`config.mk`:
```
export PLATFORM = sky130hd
export DESIGN_NAME = int_ctrl
export DESIGN_NICKNAME = d
export VERILOG_FILES = /design/src/rtl/int_pkg.sv /design/src/rtl/irq_sync_edge.sv /design/src/rtl/int_ctrl.sv
export SDC_FILE = /design/constraint.sdc
export NUM_CORES = 1
export LEC_CHECK = 0
export BUFFER_PORTS_ARGS = -buffer_cell sky130_fd_sc_hd__buf_2
export CAP_MARGIN = 20
export CORE_MARGIN = 3
export CORE_UTILIZATION = 45
export CTS_CLUSTER_SIZE = 30
export DETAILED_ROUTE_END_ITERATION = 7
export PLACE_DENSITY = 0.72
export SLEW_MARGIN = 20
export SYNTH_ARGS = -nofsm -noshare
export SYNTH_HDL_FRONTEND = slang
export SYNTH_SLANG_ARGS = --single-unit
```
`constraint.sdc`:
```
create_clock -name clk -period 1.25 [get_ports clk]
set_input_delay 0.0625 -clock clk [delete_from_list [all_inputs] [get_ports clk]]
set_output_delay 0.0625 -clock clk [all_outputs]
set_load 0.02 [all_outputs]
```
`src/rtl/int_pkg.sv`:
```
// Shared constants and FSM state encoding for the interrupt controller.
package int_pkg;

  localparam int unsigned N_IRQ = 4;

  typedef enum logic [1:0] {
    IDLE    = 2'b00,
    FIRE    = 2'b01,
    SERVICE = 2'b10
  } state_e;

  localparam logic [N_IRQ-1:0] MASK_RST = '0;

endpackage

```
`src/rtl/irq_sync_edge.sv`:
```
// Per-channel synchroniser chain plus history flop; edge_o is high for one
// cycle when the synchronised request goes from low to high.
module irq_sync_edge #(
  parameter int unsigned SYNC_STAGES = 2
) (
  input  logic clk,
  input  logic reset,
  input  logic irq_i,
  output logic edge_o
);

  logic [SYNC_STAGES-1:0] sync_q, sync_d;
  logic                   hist_q, hist_d;

  always_comb begin
    sync_d = {sync_q[SYNC_STAGES-2:0], irq_i};
    hist_d = sync_q[SYNC_STAGES-1];
  end

  always_ff @(posedge clk) begin
    if (reset) begin
      sync_q <= '0;
      hist_q <= 1'b0;
    end else begin
      sync_q <= sync_d;
      hist_q <= hist_d;
    end
  end

  assign edge_o = sync_q[SYNC_STAGES-1] & ~hist_q;

endmodule

```
`src/rtl/int_ctrl.sv`:
```
// Interrupt request controller: edge-detected pending latch, enable mask,
// fixed-priority arbitration and a single-level IDLE/FIRE/SERVICE sequencer.
module int_ctrl
  import int_pkg::*;
#(
  parameter int unsigned N_IRQ       = int_pkg::N_IRQ,
  parameter int unsigned SYNC_STAGES = 2
) (
  input  logic             clk,
  input  logic             reset,
  input  logic [N_IRQ-1:0] irq,
  input  logic             we_mask,
  input  logic [N_IRQ-1:0] mask_in,
  input  logic             reti,
  output logic             ie1,
  output logic             ie2,
  output logic             ie3,
  output logic             ie4,
  output logic             in_service,
  output logic [N_IRQ-1:0] pending
);

  logic [N_IRQ-1:0] rise;
  logic [N_IRQ-1:0] pending_q, pending_d;
  logic [N_IRQ-1:0] mask_q, mask_d;
  logic [N_IRQ-1:0] ie_q, ie_d;
  logic [N_IRQ-1:0] cand, win, clr;
  logic             found;
  state_e           state_q, state_d;

  for (genvar g = 0; g < N_IRQ; g++) begin : g_sync
    irq_sync_edge #(.SYNC_STAGES(SYNC_STAGES)) u_sync (
      .clk    (clk),
      .reset  (reset),
      .irq_i  (irq[g]),
      .edge_o (rise[g])
    );
  end

  always_comb begin
    cand  = pending_q & mask_q;
    win   = '0;
    found = 1'b0;
    for (int unsigned i = 0; i < N_IRQ; i++) begin
      if (cand[i] && !found) begin
        win[i] = 1'b1;
        found  = 1'b1;
      end
    end

    state_d = state_q;
    ie_d    = '0;
    clr     = '0;
    // Decision uses the currently registered mask; a coincident write lands next cycle.
    mask_d  = we_mask ? mask_in : mask_q;

    case (state_q)
      IDLE: begin
        if (cand != '0) begin
          state_d = FIRE;
          ie_d    = win;
          clr     = win;
        end
      end
      FIRE:    state_d = SERVICE;
      SERVICE: if (reti) state_d = IDLE;
      default: state_d = IDLE;
    endcase

    // A new edge on the channel being issued keeps it pending.
    pending_d = (pending_q & ~clr) | rise;
  end

  always_ff @(posedge clk) begin
    if (reset) begin
      state_q   <= IDLE;
      pending_q <= '0;
      mask_q    <= MASK_RST;
      ie_q      <= '0;
    end else begin
      state_q   <= state_d;
      pending_q <= pending_d;
      mask_q    <= mask_d;
      ie_q      <= ie_d;
    end
  end

  assign ie1        = ie_q[0];
  assign ie2        = ie_q[1];
  assign ie3        = ie_q[2];
  assign ie4        = ie_q[3];
  assign in_service = (state_q == FIRE) || (state_q == SERVICE);
  assign pending    = pending_q;

endmodule

```
==> results.json, run 1 <==
{
  "num_vias": 734,
  "postSynth.asyncResetShare_pct": 0,
  "final_common_cell": "dfxtp_1",
  "synthAdderAreaFrac_pct": 3.92,
  "htree_levels": 1,
  "cp.required_ns": 1.44,
  "fin_util_pct": 67.8,
  "gp_congestion": 0.803,
  "drive_above_1_share_pct": 37.9,
  "synth_area_sq_um": 958,
  "drt_wl_total_um": 1840,
  "final_nets": 140,
  "cp_data_arrival_time_ns": 1.49,
  "timing.fmax_mhz": 772,
  "whs_ns": 0.0286,
  "final_hold_viol_count": 0,
  "cts_buffers": 3,
  "final_cell_count_no_fill": 151,
  "tns_ns": -0.0477,
  "clock_path_buffers": 2,
  "power_density_nw_per_um2": 1650,
  "dpl-instance-area_sq_um": 1110,
  "grt_setup_unrepaired": "true",
  "p_leak_nw": 0.566,
  "die-area_sq_um": 2720,
  "hp-class": "in -> reg",
  "dp_hpwl_um": 1190,
  "ys.flop_type": "dfxtp_1",
  "core-area_sq_um": 1980,
  "ys_ff_latch": 26,
  "grt_usage_pct": 15.5,
  "syn_area_per_cell_sq_um": 10.6,
  "first_pass_iters": 4,
  "synthCells": 90,
  "fp.dieW_um": 52.2,
  "timing.slew.headroom_pct": 66.9,
  "run_status": "complete, but fails checks",
  "cp_max_fo": 4,
  "ys_warn_count": 0,
  "synth_top_family_by_area": "simple AND/OR/NAND/NOR gates",
  "ys_seq_area_share_pct": 54.3,
  "synthMuxAreaShare_pct": 5.22,
  "skew_ns": 0.00537,
  "post_drt_wl_per_cell_um": 12.2,
  "ios": 21,
  "antenna_found_initial": 0,
  "vias_per_cell": 4.86,
  "synth_cell_types": 26,
  "syn_to_final_growth_pct": 40.2,
  "fill_cells": 142,
  "min_period_over_period_pct": 104,
  "endpoint_kind": "flop",
  "yosys-top-cells-area": "dfxtp_1 (54%), nor2b_1 (8.5%), mux2i_1 (5.2%)",
  "drt_iter0_drc": 8,
  "finalMaxSlewViolations": 0,
  "cts.clk_slew.worst_paths_ns": 0.13,
  "port_buffers": 20,
  "dp_cells": 138,
  "layout_min_cycle_time_ns": 1.30,
  "power_mw": 2.21,
  "row_count": 16,
  "grt_max_degree": 28,
  "max_cap_violations": 0,
  "final_antenna_net_count": 0,
  "violations": "setup timing",
  "grt_pass1_vias": 691,
  "die_h_um": 52.2,
  "synth_compound_area_share_pct": 11.0,
  "start_util_pct": 48.4,
  "drc": 0,
  "worst_pin_slew_ns": 0.496,
  "cts_tree": "built",
  "cts.sinks": 26,
  "max-vdd-ir-drop_uv": 1030,
  "synth_top_area_share_pct": 54.3,
  "gr-total-overflow": 0,
  "synth_edf_count": 0,
  "final_area_sq_um": 1340,
  "grt_pass1_wl_um": 3060,
  "startpoint_type": "flop",
  "syn_nets": 105,
  "insertedDiodeCount": 0,
  "yosysTopAreaCell": "dfxtp_1",
  "cts_root_buf": "clkbuf_4",
  "synthSimpleGateAreaFrac_pct": 22.2,
  "worstSetupPathType": "reg -> reg",
  "setup_slack_ns": -0.0459,
  "place_ws_ns": -0.112,
  "final-setup-viol-count": 2,
  "final_cell_mix": "dfxtp_1 (24), buf_2 (19), nor2b_1 (13)",
  "yosys.area_share.xor_xnor_pct": 0,
  "clock_latency_ns": 0.31
}
## worst max-delay path, cell delays in order, from the launching register on
cell,delay [ns]
dfxtp_2,0.36
inv_4,0.09
ha_4,0.15
a21boi_4,0.26
and4_4,0.28
a2111oi_4,0.04
## synthesized netlist by cell type, types with 2 or more instances
master	n
a21oi_1	4
buf_2	2
dfxtp_1	26
ha_1	3
inv_1	5
mux2i_1	5
nand2_1	5
nand2b_1	5
nor2_1	6
nor2b_1	13
## routing by layer
layer | up-vias | track usage (%) | wire length, um
met1 | 347 | 18.5 | 826
li1 | 366 | - | -
met4 | 0 | 5.96 | 17
met5 | - | 0 | 0
met2 | 19 | 24.7 | 868
met3 | 2 | 6.30 | 125
## final timing paths
check | startpoint | end | slack, ns | cells past startpoint
worst min register to register | g_sync[0].u_sync.sync_q[0] | g_sync[0].u_sync.sync_q[1] | 0.45 | 1
worst max-delay path | state_q[0] | state_q[0] | -0.05 | 5
worst max register to register | state_q[0] | state_q[0] | -0.05 | 5
worst min-delay path | mask_in[3] | mask_q[3] | 0.03 | 3
## timing repair
item | in CTS | in global routing
hold endpoints to repair | 7 | 0
setup buffers | 1 | 1
endpoints found under the setup margin | 8 | 8
resized for setup | 17 | 5
pin swaps | 1 | 3
hold buffers | 7 | 0
## power breakdown
group	switching [mW]	leakage (nW)	internal, mW
Combinational	0.318	0.324	0.411
Clock	0.231	0.0279	0.324
Sequential	0.0447	0.214	0.882
## sequential cells by signal, summed over array words and instances (netlist names)
name	cells
g_sync.u_sync.hist_q	4
g_sync.u_sync.sync_q	8
pending	4
ie_q	4
state_q	2
mask_q	4
## kinds of logic (layout without fill, tap and decap cells)
| family | count (synthesis) | in the layout |
|---|---|---|
| compound gates | 13 | 13 |
| fa+ha+maj | 3 | 3 |
| buf+inv | 8 | 42 |
| flops | 26 | 26 |
| mux | 5 | 5 |
| simple gates | 35 | 35 |
## final cells by class
type	count	area [sq um]	share of cell area (%)
Tap cell	27	33.8	2.51
Inverter	5	21.3	1.58
Multi-Input combinational cell	56	484	36.0
Clock buffer	3	22.5	1.68
Sequential cell	26	523	38.9
Clock inverter	1	30.0	2.23
Timing Repair Buffer	33	229	17.0
(Power assumes the default switching activity.)
==> run 2, diff against run 1 <==
- GPL_TIMING_DRIVEN: default -> 0
- REMOVE_ABC_BUFFERS: default -> 1
==> results.json, run 2 (same netlist as run 1, synthesis figures left out) <==
{
  "crit_path_end": "state_q[1]",
  "timing.slew.headroom_pct": 67.3,
  "largest_register_ffs": 8,
  "fp.dieW_um": 52.2,
  "grt_pass1_wl_um": 2590,
  "top_usage_layer": "met2",
  "cp_num_buf_inv": 1,
  "drive_above_1_share_pct": 33.9,
  "skew_ns": 0.00782,
  "top_register": "g_sync.u_sync.sync_q",
  "die-area_sq_um": 2720,
  "drt_iter0_drc": 6,
  "antenna_found_initial": 0,
  "timing.reg2reg.setup_slack_ns": -0.005,
  "grt_max_degree": 28,
  "ios": 21,
  "insertedDiodeCount": 0,
  "clock_latency_ns": 0.31,
  "first_pass_iters": 4,
  "cts.sinks": 26,
  "startpoint_type": "flop",
  "finalMaxSlewViolations": 0,
  "cts.clk_slew.worst_paths_ns": 0.14,
  "final_cell_mix": "dfxtp_1 (24), buf_2 (19), nor2b_1 (13)",
  "grt_use_met2_pct": 20.9,
  "final-setup-viol-count": 1,
  "max-vdd-ir-drop_uv": 846,
  "cp_max_fo": 3,
  "cts_buffers": 3,
  "setup_slack_ns": -0.00501,
  "start_util_pct": 48.4,
  "cp_data_arrival_time_ns": 1.51,
  "clock_path_buffers": 2,
  "worst_pin_slew_ns": 0.491,
  "drt_wl_total_um": 1660,
  "cts_root_buf": "clkbuf_4",
  "layout_min_cycle_time_ns": 1.26,
  "final_nets": 137,
  "post_drt_wl_per_cell_um": 11.2,
  "grt_util_met3_pct": 3.72,
  "max_cap_violations": 0,
  "violations": "setup timing",
  "p_leak_nw": 0.539,
  "run_status": "complete, but fails checks",
  "fill_cells": 161,
  "cp-startpoint": "state_q[0]",
  "gr-total-overflow": 0,
  "die_h_um": 52.2,
  "critical_path_cell_count": 5,
  "grt_setup_unrepaired": "true",
  "syn_to_final_growth_pct": 32.4,
  "met1_usage_pct": 15.1,
  "gp_congestion": 0.742,
  "endpoint_kind": "flop",
  "final_antenna_net_count": 0,
  "final_hold_viol_count": 0,
  "htree_levels": 1,
  "grt_usage_pct": 13.1,
  "r2r_cells": 5,
  "power_density_nw_per_um2": 1500,
  "path_cells": "inv_4 -> ha_1 -> and2b_2 -> a31oi_4 -> mux2i_1",
  "max_stage_delay_ns": 0.38,
  "final_common_cell": "dfxtp_1",
  "row_count": 16,
  "min_period_over_period_pct": 100,
  "hp-class": "in -> reg",
  "critPathTopFamily": "flip-flops",
  "fin_util_pct": 64.0,
  "vias_per_cell": 4.69,
  "cp.required_ns": 1.51,
  "timing.fmax_mhz": 797,
  "dp_hpwl_um": 1080,
  "place_ws_ns": -0.167,
  "drc": 0,
  "rr_startpoint": "state_q[0]",
  "cts_tree": "built",
  "port_buffers": 20,
  "slowest_stage": "dfxtp_2",
  "crit-reg2reg-capture": "state_q[1]",
  "worstSetupPathType": "reg -> reg",
  "grt_pass1_vias": 635,
  "num_vias": 694,
  "core-area_sq_um": 1980
}
[run 2: worst min path at each step]
stage,startpoint,end,slack (ns),cells past startpoint
after floorplan,reset,pending[1],0.13,1
after global placement,irq[2],g_sync[2].u_sync.sync_q[0],0.27,2
after detailed placement,irq[2],g_sync[2].u_sync.sync_q[0],0.28,2
after CTS,mask_in[3],mask_q[3],0.0005,3
after global routing,we_mask,mask_q[2],0.08,3
final,we_mask,mask_q[0],0.09,3
[run 2: layer usage]
metal | wire, um | vias to the layer above
met3 | 69 | 4
li1 | - | 358
met5 | 0 | -
met4 | 24 | 0
met1 | 756 | 320
met2 | 811 | 12
[run 2: worst min-delay path: stages]
cell and delay (ns):
buf_2 0.15, mux2i_1 0.09, nor2_1 0.07
[run 2: cell type report]
class                      count  area (sq um)  share of cell area (%)
sequential                    26           523                    41.2
tap                           27          33.8                    2.66
timing repair buffer          30           198                    15.6
inverter                       5          21.3                    1.68
clock buffer                   4          36.3                    2.86
multi-input combinational     56           457                    36.0
[run 2: what timing repair did]
action / 4_1_cts / 5_1_grt
resized for setup: 11 / 3
gates cloned: 0 / 0
pin swaps: 3 / 0
hold buffers: 7 / 1
buffers inserted: 0 / 2
setup endpoints to repair: 9 / 6
hold endpoints to repair: 7 / 1
[run 2: report_power, final]
group	total, mW	switching, mW	internal, mW
clock network	0.412	0.234	0.178
registers	0.925	0.0424	0.882
logic	0.567	0.256	0.310
total	1.90	0.533	1.37
[run 2: per-stage QoR]
stage | hold slack [ns] | power (mW) | cells | area, sq um | setup TNS (ns)
2_1_floorplan | 0.132 | 1.22 | 87 | 945 | 0
3_3_place_gp | 0.272 | 1.31 | 134 | 1080 | -0.284
3_5_place_dp | 0.280 | 1.32 | 134 | 1080 | -0.466
4_1_cts | 0.000514 | 1.83 | 145 | 1220 | -0.0149
5_1_grt | 0.0827 | 2.03 | 148 | 1270 | -0.0503
6_report | 0.0900 | 1.90 | 148 | 1270 | -0.00501
